File: src/rtl/reg_shift_sequencer_if.sv
// -----------------------------------------------------------------------------
// reg_shift_sequencer_if
// Bundles the request/response signals of the register-specified shift
// sequencer so the execute stage and the sequencer connect through one port.
//
//   start       request pulse (sampled only while the sequencer is idle)
//   val_rm      operand to be shifted (Rm)
//   shift_amt   shift amount, Rs[7:0]
//   shift_mode  00 LSL, 01 LSR, 10 ASR, 11 ROR
//   carry_in    current C flag
//   busy        pipeline stall, high while an operation is in flight
//   done        one-cycle completion pulse
//   result      shifted value, valid with done, held until the next start
//   carry_out   shifter carry, held like result
//   err         pulses with done for an unsupported mode
//
// master: the execute-stage requester.  slave: the sequencer.
// -----------------------------------------------------------------------------
interface reg_shift_sequencer_if;
   logic        start;
   logic [31:0] val_rm;
   logic [7:0]  shift_amt;
   logic [1:0]  shift_mode;
   logic        carry_in;
   logic        busy;
   logic        done;
   logic [31:0] result;
   logic        carry_out;
   logic        err;

   modport master (
      output start, val_rm, shift_amt, shift_mode, carry_in,
      input  busy, done, result, carry_out, err
   );

   modport slave (
      input  start, val_rm, shift_amt, shift_mode, carry_in,
      output busy, done, result, carry_out, err
   );
endinterface

File: src/rtl/reg_shift_sequencer.sv
// -----------------------------------------------------------------------------
// reg_shift_sequencer
// Multi-cycle generator of the second ALU operand for register-specified
// shifts. An accepted start captures the operand and iterates the shift in
// steps of at most STEP bits per cycle, stalling the pipeline through busy,
// then presents result/carry_out with a one-cycle done pulse.
//
// Parameters:
//   STEP  maximum shift distance per cycle (1, 2, 4, 8 or 16)
// Ports:
//   clk   rising-edge clock
//   rst   synchronous, active-high reset
//   bus   reg_shift_sequencer_if.slave (start/operands in, busy/done/result/
//         carry_out/err out)
// Configuration macro:
//   REG_SHIFT_ROR_EN  defined: ROR datapath built, err always 0.
//                     undefined: mode 11 completes at once with the operand and
//                     carry_in passed through and err raised with done.
// -----------------------------------------------------------------------------
module reg_shift_sequencer #(
   parameter int unsigned STEP = 8
) (
   input logic                 clk,
   input logic                 rst,
   reg_shift_sequencer_if.slave bus
);

   typedef enum logic [1:0] {
      IDLE  = 2'd0,
      SHIFT = 2'd1,
      DONE  = 2'd2
   } state_t;

   localparam logic [5:0] STEP_W = 6'(STEP);

   state_t      state_r;
   state_t      state_s;

   logic [31:0] work_r;       // working value; doubles as the result output
   logic        carry_r;      // running shifter carry; doubles as carry_out
   logic [5:0]  rem_r;        // shift distance still to apply
   logic [1:0]  mode_r;
   logic        busy_r;
   logic        done_r;
   logic        err_r;

   logic [5:0]  start_rem_s;
   logic        unsupported_s;
   logic [5:0]  step_s;
   logic [5:0]  rem_next_s;
   logic [32:0] lsl_s;
   logic [32:0] lsr_s;
   logic signed [32:0] asr_s;
`ifdef REG_SHIFT_ROR_EN
   logic [31:0] ror_s;
`endif
   logic [31:0] work_next_s;
   logic        carry_next_s;

   // Decode the distance to apply for a new request; LSL/LSR/ASR clamp at 33
   // so that every amount of 33 or more yields the ARM-defined result.
   always_comb begin
      start_rem_s   = 6'd0;
      unsupported_s = 1'b0;
      case (bus.shift_mode)
         2'b11: begin
`ifdef REG_SHIFT_ROR_EN
            start_rem_s = {1'b0, bus.shift_amt[4:0]};
`else
            unsupported_s = 1'b1;
`endif
         end
         default: begin
            if (bus.shift_amt > 8'd33) begin
               start_rem_s = 6'd33;
            end else begin
               start_rem_s = bus.shift_amt[5:0];
            end
         end
      endcase
   end

   // One bounded shift step. The extra bit in the 33-bit forms catches the
   // last bit shifted out, which becomes the carry.
   always_comb begin
      if (rem_r > STEP_W) begin
         step_s = STEP_W;
      end else begin
         step_s = rem_r;
      end
      rem_next_s = rem_r - step_s;
      lsl_s      = {carry_r, work_r} << step_s;
      lsr_s      = {work_r, carry_r} >> step_s;
      // ASR keeps bit 31 unchanged every step, so it stays the original sign.
      asr_s      = $signed({work_r, carry_r}) >>> step_s;
`ifdef REG_SHIFT_ROR_EN
      ror_s      = (work_r >> step_s) | (work_r << (6'd32 - step_s));
`endif
      work_next_s  = work_r;
      carry_next_s = carry_r;
      case (mode_r)
         2'b00: begin
            work_next_s  = lsl_s[31:0];
            carry_next_s = lsl_s[32];
         end
         2'b01: begin
            work_next_s  = lsr_s[32:1];
            carry_next_s = lsr_s[0];
         end
         2'b10: begin
            work_next_s  = asr_s[32:1];
            carry_next_s = asr_s[0];
         end
         2'b11: begin
`ifdef REG_SHIFT_ROR_EN
            work_next_s  = ror_s;
            carry_next_s = ror_s[31];
`else
            work_next_s  = work_r;
            carry_next_s = carry_r;
`endif
         end
         default: begin
            work_next_s  = work_r;
            carry_next_s = carry_r;
         end
      endcase
   end

   // Next-state logic.
   always_comb begin
      state_s = state_r;
      case (state_r)
         IDLE: begin
            if (bus.start) begin
               if (start_rem_s != 6'd0) begin
                  state_s = SHIFT;
               end else begin
                  state_s = DONE;
               end
            end else begin
               state_s = IDLE;
            end
         end
         SHIFT: begin
            if (rem_next_s == 6'd0) begin
               state_s = DONE;
            end else begin
               state_s = SHIFT;
            end
         end
         DONE: begin
            state_s = IDLE;
         end
         default: begin
            state_s = IDLE;
         end
      endcase
   end

   // State register.
   always_ff @(posedge clk) begin
      if (rst) begin
         state_r <= IDLE;
      end else begin
         state_r <= state_s;
      end
   end

   // Datapath and registered status outputs.
   always_ff @(posedge clk) begin
      if (rst) begin
         work_r  <= 32'h0000_0000;
         carry_r <= 1'b0;
         rem_r   <= 6'd0;
         mode_r  <= 2'b00;
         busy_r  <= 1'b0;
         done_r  <= 1'b0;
         err_r   <= 1'b0;
      end else begin
         busy_r <= (state_s != IDLE);
         done_r <= (state_s == DONE);
         err_r  <= (state_r == IDLE) && bus.start && unsupported_s;
         case (state_r)
            IDLE: begin
               if (bus.start) begin
                  work_r <= bus.val_rm;
                  rem_r  <= start_rem_s;
                  mode_r <= bus.shift_mode;
                  // A nonzero ROR by a multiple of 32 reports bit 31; a nonzero
                  // remaining distance overwrites this carry on every step.
                  if ((bus.shift_mode == 2'b11) && (bus.shift_amt != 8'd0) && !unsupported_s) begin
                     carry_r <= bus.val_rm[31];
                  end else begin
                     carry_r <= bus.carry_in;
                  end
               end
            end
            SHIFT: begin
               work_r  <= work_next_s;
               carry_r <= carry_next_s;
               rem_r   <= rem_next_s;
            end
            default: begin
               work_r <= work_r;
            end
         endcase
      end
   end

   assign bus.result    = work_r;
   assign bus.carry_out = carry_r;
   assign bus.busy      = busy_r;
   assign bus.done      = done_r;
   assign bus.err       = err_r;

endmodule

File: src/flat_wrapper.sv
// flat-port wrapper written by rule: the top's interface ports become plain ports
module reg_shift_sequencer_flat 
#(
   parameter int unsigned STEP = 8
)
  (clk, rst, bus_start, bus_val_rm, bus_shift_amt, bus_shift_mode, bus_carry_in, bus_busy, bus_done, bus_result, bus_carry_out, bus_err);
  reg_shift_sequencer_if bus_i ();
  input logic clk;
  input logic rst;
  input wire logic [$bits(bus_i.start)-1:0] bus_start;
  input wire logic [$bits(bus_i.val_rm)-1:0] bus_val_rm;
  input wire logic [$bits(bus_i.shift_amt)-1:0] bus_shift_amt;
  input wire logic [$bits(bus_i.shift_mode)-1:0] bus_shift_mode;
  input wire logic [$bits(bus_i.carry_in)-1:0] bus_carry_in;
  output wire logic [$bits(bus_i.busy)-1:0] bus_busy;
  output wire logic [$bits(bus_i.done)-1:0] bus_done;
  output wire logic [$bits(bus_i.result)-1:0] bus_result;
  output wire logic [$bits(bus_i.carry_out)-1:0] bus_carry_out;
  output wire logic [$bits(bus_i.err)-1:0] bus_err;
  assign bus_i.start = bus_start;
  assign bus_i.val_rm = bus_val_rm;
  assign bus_i.shift_amt = bus_shift_amt;
  assign bus_i.shift_mode = bus_shift_mode;
  assign bus_i.carry_in = bus_carry_in;
  assign bus_busy = bus_i.busy;
  assign bus_done = bus_i.done;
  assign bus_result = bus_i.result;
  assign bus_carry_out = bus_i.carry_out;
  assign bus_err = bus_i.err;
  reg_shift_sequencer #(.STEP(STEP)) u_core (.clk(clk), .rst(rst), .bus(bus_i));
endmodule
File: config.mk
export PLATFORM = sky130hd
export DESIGN_NAME = reg_shift_sequencer_flat
export DESIGN_NICKNAME = d
export VERILOG_FILES = /design/src/rtl/reg_shift_sequencer_if.sv /design/src/rtl/reg_shift_sequencer.sv /design/src/flat_wrapper.sv
export SDC_FILE = /design/constraint.sdc
export NUM_CORES = 1
export LEC_CHECK = 0
export CORE_MARGIN = 3
export CORE_UTILIZATION = 40
export CTS_BUF_LIST = sky130_fd_sc_hd__clkbuf_4
export DETAILED_ROUTE_END_ITERATION = 10
export GPL_TIMING_DRIVEN = 0
export PLACE_DENSITY = 0.73
export RECOVER_POWER = 100
export SYNTH_ARGS = -nofsm -noshare
export SYNTH_HDL_FRONTEND = slang
export SYNTH_SLANG_ARGS = --single-unit
File: constraint.sdc
create_clock -name clk -period 3.5 [get_ports clk]
set_input_delay 0.7 -clock clk [delete_from_list [all_inputs] [get_ports clk]]
set_output_delay 0.7 -clock clk [all_outputs]
set_load 0.02 [all_outputs]
Word level (Yosys, flattened, before mapping)
Cells that the tools add are included.
Storage, ports and cells
  input port bits: 46
  flip-flop bits (word level): 46
  output and inout port bits: 36
Cells by class
  add/subtract/negate cells: 1
  shift-type cells: 3
  reductions and logical operators: 15
  eq/ne operators: 8
  muxes and demuxes: 17
  magnitude comparators: 2
Operators with widths (number)
  $pmux W32 S3: 1
  $pmux W32 S2: 1
  $shl A33 B6 Y33: 1
  $shr A33 B6 Y33: 1
  $sshr A33 B6 Y33: 1
  $mux W32: 1
  $mux W6: 4
  $pmux W6 S2: 1
  $eq A2 B2 Y1 const B: 4
  $gt A8 B6 Y1 const B: 1
  $reduce_bool A8 Y1: 1
  $gt A6 B4 Y1 const B: 1
  $logic_not A6 Y1: 1
  $mux W2: 3
  $reduce_bool A6 Y1: 1
  $sub A6 B6 Y6: 1
  $eq A2 B1 Y1 const B: 2
  $logic_and A1 B1 Y1: 4
  $logic_not A2 Y1: 2
  $ne A2 B2 Y1 const B: 2
  $pmux W2 S2: 1
  $reduce_and A2 Y1: 2
  $reduce_bool A2 Y1: 2
  $mux W1: 3
  other kinds (4): 4

Logic depth before layout (Yosys ltp)
  depth in word-level cells: 8
  gate-level depth with buffers: 13
  gate-level depth less buffers: 9

Worst setup path after synthesis
OpenSTA, ideal clock, no wires.
  kind: register -> register
  start point: reg u_core.rem_r[5]
  end point: reg u_core.work_r[12], in the netlist u_core.bus.result[12]
  data required time: 3.371 ns
  arrival: 2.036 ns
  slack: 1.335 ns
  library setup time: 0.129 ns
  cell stages (with the launch flop): 10
  period minus slack after synthesis: 2.165 ns
  cell sequence: dfxtp_1 > buf_6 > nor4b_2 > buf_6 > buf_12 > mux2i_1 > mux2i_1 > mux2_2 > a221oi_1 > o211ai_1
On the way
  cells in the longest elaborated chain, start to end: 5
Ends and longest elaborated chain
  from (decl): RTL line reg_shift_sequencer.sv:41  | logic [5:0] rem_r;
  from (signal assigned): RTL line reg_shift_sequencer.sv:188  | rem_r <= start_rem_s;
  from (signal assigned): RTL line reg_shift_sequencer.sv:202  | rem_r <= rem_next_s;
  $gt A6 B4 Y1: RTL line reg_shift_sequencer.sv:86  | if (rem_r > STEP_W) begin
  $mux W6 *: RTL line reg_shift_sequencer.sv:86
  $sshr A33 B6 Y33, or another cell as far along: RTL line reg_shift_sequencer.sv:95  | asr_s = $signed({work_r, carry_r}) >>> step_s;
  $pmux W32 S3 *: RTL line reg_shift_sequencer.sv:101  | case (mode_r)
  $pmux W32 S2 *: RTL line reg_shift_sequencer.sv:184  | case (state_r)
  to (signal assigned): RTL line reg_shift_sequencer.sv:187  | work_r <= bus.val_rm;
  to (signal assigned): RTL line reg_shift_sequencer.sv:200  | work_r <= work_next_s;
  to (signal assigned): RTL line reg_shift_sequencer.sv:205  | work_r <= work_r;
  to (decl): RTL line reg_shift_sequencer.sv:39  | logic [31:0] work_r;
Mark *: on every way between the ends. The rest lies on a longest branch, timed or not.
A chain may end at the register's enable or synchronous reset.

Worst setup path after layout
  start point: reg u_core.rem_r[5]
  end point: reg u_core.work_r[15], in the netlist u_core.bus.result[15]
Same word-level chain as after synthesis.

==> metrics <==
status=complete, but fails checks; failing checks=max-capacitance violations, negative setup slack; Clock Tree Buf Depth=2; die area=approximately 0.016 mm2; CTS Root Cell=clkbuf_4; reg-to-reg critical path startpoint=u_core.rem_r[5]; CTS tree=yes; critical path class=reg2reg; FF/Latch Area=around 920 um2; DRT Pass-1 Iters=10; TritonCTS Buffers=5; flop-to-flop setup slack=-0.04 ns; VDD IR max=approximately 0.17 mV; Psw=around 1500 uW; worst min path class=reg2reg; share of layout cells above drive strength 1=roughly 7.4%; Syn. warnings=0; Seq/Total Area, Yosys=15.91%; Distinct cells, synth=75; Cell Int Power=about 1200 uW; CP endpoint kind=register; post-synthesis register bit count=between 40 and 50; synthesized instance count=about 800; number of max-cap violations=1; top_reg_cell synth=dfxtp_1; I/O pin count=about 80; Die Height=between 100 and 150 um; num rows=43; PwrDens=just under 400 mW/mm2; post-DR vias/cell=7.525; worst-margin pin slew=about 1.5 ns; Post-route DRC=0; DR WL/cell=roughly 34 um; vias post-DR=around 8000; worst hold path stage count=2; RSZ-0062 raised after global routing=no; final setup margin=-0.04276 ns; Starting DRT DRC Count=between 1500 and 2000; area of the multi-input gates=around 0.0044 mm2; H-tree levels=2; Slew headroom=1.501%; Post-synth EDFFs=0; fmax=about 280 MHz; Clock Power Share=11.9%; core region area=~0.014 mm2; initial antenna violation count=3; Startpoint Class=register; Max Slew Vio Count=0; CTS sink cnt=46; RR Endpoint=u_core.bus.result[15]; final setup vio count=1; Worst Hold End=u_core.mode_r[0]; Layout Nets=around 930; DRT Wirelength=36530 um; asr flop ratio synth=0%; Initial Util=slightly above 40%; synthesis-to-finish area growth=18.70%; Logic pwr share=a little over three fifths; fin crit period=~3.5 ns; Reg clk slew, reported paths=roughly 0.17 ns; hold_sp=u_core.mode_r[0]; non-filler cells, final=~1100; Final Power=around 2700 uW; synthesized area per cell=7.288 um2; largest net degree at the start of global routing=14; Leak=0.002612 uW; Die W=126.3 um; first-pass GRT wire length=just over 50000 um; WP data arrival=about 3.9 ns; antenna-violating nets left=0; number of global-route vias before repair=around 7500; CP required=~3.9 ns; Seq pwr share=25.5%; Post-Syn Area=0.005787 mm2; Final Hold Fails=0; placed cells=between 1000 and 1500; Worst Clk Skew=between 0.02 and 0.025 ns; gr usage total=roughly 44%; Crit Path Max Fanout=10; DP HPWL=between 20000 and 30000 um; fin crit share=101.2%; syn nets=~840; Net Sw Frac=a little under three fifths; R2R cell count=7; worst skew pair latency=roughly 0.46 ns; Layout fillers=1471; IO Port Bufs=between 80 and 90; final core area utilization=just under 50%; grt total ovfl=0; GP Congestion=1.117
-- kinds of logic after synthesis --
family          Yosys count  synth area share, %
xor+xnor                  1               0.1514
compound gates          261                31.52
flops                    46                15.91
simple gates            265                22.29
fa+ha+maj                 4               0.8649
buf+inv                 105                8.692
mux                     111                20.50
other cells               1              0.06480
-- layer usage --
metal | wire (um) | share of wire [%] | track usage (%)
met1 | 13450 | 37 | 55.83
met2 | 13850 | 38 | 58.78
met3 | 6083 | 17 | 22.05
met4 | 3042 | 8.3 | 27.44
met5 | 104 | 0.28 | 0
-- worst max-delay path by stage --
stage / startpoint / end / slack [ns] / depth (start not counted)
floorplan: u_core.rem_r[5] / u_core.bus.result[12] / 1.34 / 9
global placement: bus_start / u_core.bus.result[13] / -0.40 / 8
detailed placement: bus_start / u_core.bus.result[13] / -0.46 / 8
CTS: bus_start / u_core.bus.result[13] / 0.27 / 8
global route: u_core.rem_r[5] / u_core.rem_r[1] / 0.05 / 10
finish: u_core.rem_r[5] / u_core.bus.result[15] / -0.04 / 7
-- metrics by stage --
stage	hold slack (ns)	setup WS, ns	instance area (um2)	setup TNS, ns
5_1_grt	0.5665	0.05474	6869	0
3_5_place_dp	0.5131	-0.4649	6823	-2.091
6_report	0.5424	-0.04276	6869	-0.04276
3_3_place_gp	0.5025	-0.4024	6823	-1.404
2_1_floorplan	0.4867	1.335	5787	0
4_1_cts	0.5341	0.2660	6882	0
-- worst max-delay path, cell delays in order (launching register included) --
cell	delay, ns
dfxtp_1	0.36
clkbuf_2	0.23
nor4b_2	1.27
buf_4	0.41
clkbuf_2	0.43
a221oi_1	0.17
nor3_1	0.44
o21ai_0	0.13
-- what timing repair did --
action                                  4_1_cts  5_1_grt
endpoints found under the setup margin        1        0
hold buffers                                  0        0
setup buffers                                 0        0
gates resized for setup                       1        0
-- area by class of cell --
class | count | area share [%]
Clock buffer | 6 | 0.6557
Multi-Input combinational cell | 643 | 63.46
Antenna cell | 1 | 0.03643
Tap cell | 180 | 3.279
Buffer | 97 | 6.794
Timing Repair Buffer | 81 | 11.80
Sequential cell | 46 | 13.41
Clock inverter | 2 | 0.1275
Inverter | 8 | 0.4372
-- cell usage in the layout, fill, tap and decap left out, types with 21 or more instances in the layout --
| cell type | netlist | routed |
|---|---|---|
| clkdlybuf4s50_1 | 0 | 44 |
| clkbuf_1 | 64 | 68 |
| nor2_1 | 71 | 71 |
| dfxtp_1 | 46 | 46 |
| nand3_1 | 31 | 31 |
| mux2i_1 | 92 | 92 |
| nand2_1 | 86 | 86 |
| o21ai_0 | 48 | 49 |
| a21oi_1 | 48 | 48 |
| dlygate4sd3_1 | 0 | 37 |
| a211oi_1 | 22 | 21 |
-- power groups by stage --
stage	clock, uW	sequential (uW)	combinational (uW)
after floorplan	0	711	858
after detailed placement	0	686	1570
after global routing	330	683	1690
after CTS	309	674	1580
after global placement	0	686	1600
final	317	682	1670
-- synthesized netlist by cell type (all sizes together) (4+ instances only) --
| library cell | n | area (um2) |
|---|---|---|
| nor2b | 9 | 56.30 |
| o221ai | 10 | 87.58 |
| nand2 | 86 | 322.8 |
| a31oi | 12 | 75.07 |
| a32oi | 9 | 78.83 |
| inv | 8 | 30.03 |
| or4 | 5 | 37.54 |
| nor2 | 71 | 266.5 |
| or3 | 9 | 56.30 |
| ha | 4 | 50.05 |
| o22ai | 9 | 56.30 |
| a311oi | 6 | 58.80 |
| nand3 | 31 | 155.2 |
| a211o | 6 | 52.55 |
| nor4 | 5 | 37.53 |
| o41ai | 4 | 35.03 |
| nand2b | 7 | 43.79 |
| dfxtp | 46 | 920.9 |
| a21oi | 48 | 240.2 |
| o2111ai | 5 | 43.79 |
| a2111oi | 6 | 58.80 |
| a22oi | 7 | 52.55 |
| mux2i | 93 | 934.6 |
| o311ai | 4 | 35.04 |
| nand4 | 7 | 43.79 |
| a211oi | 22 | 165.2 |
| a21o | 5 | 37.54 |
| mux2 | 14 | 161.4 |
| and3 | 6 | 37.54 |
| nor3 | 14 | 75.07 |
| mux4 | 4 | 90.09 |
| a221oi | 11 | 96.34 |
| a221o | 6 | 60.06 |
| buf | 33 | 232.7 |
| o211ai | 13 | 97.59 |
| o31ai | 5 | 37.54 |
| o21ai | 50 | 250.2 |
| clkbuf | 64 | 240.2 |
-- flip-flops by register name, summed over array words and instances, names as in the netlist --
register / cells
u_core.bus.err: 1
u_core.rem_r: 6
u_core.bus.done: 1
u_core.state_r: 2
u_core.bus.carry_out: 1
u_core.bus.busy: 1
u_core.bus.result: 32
u_core.mode_r: 2
Note: power is estimated with default switching activity, not from simulation.
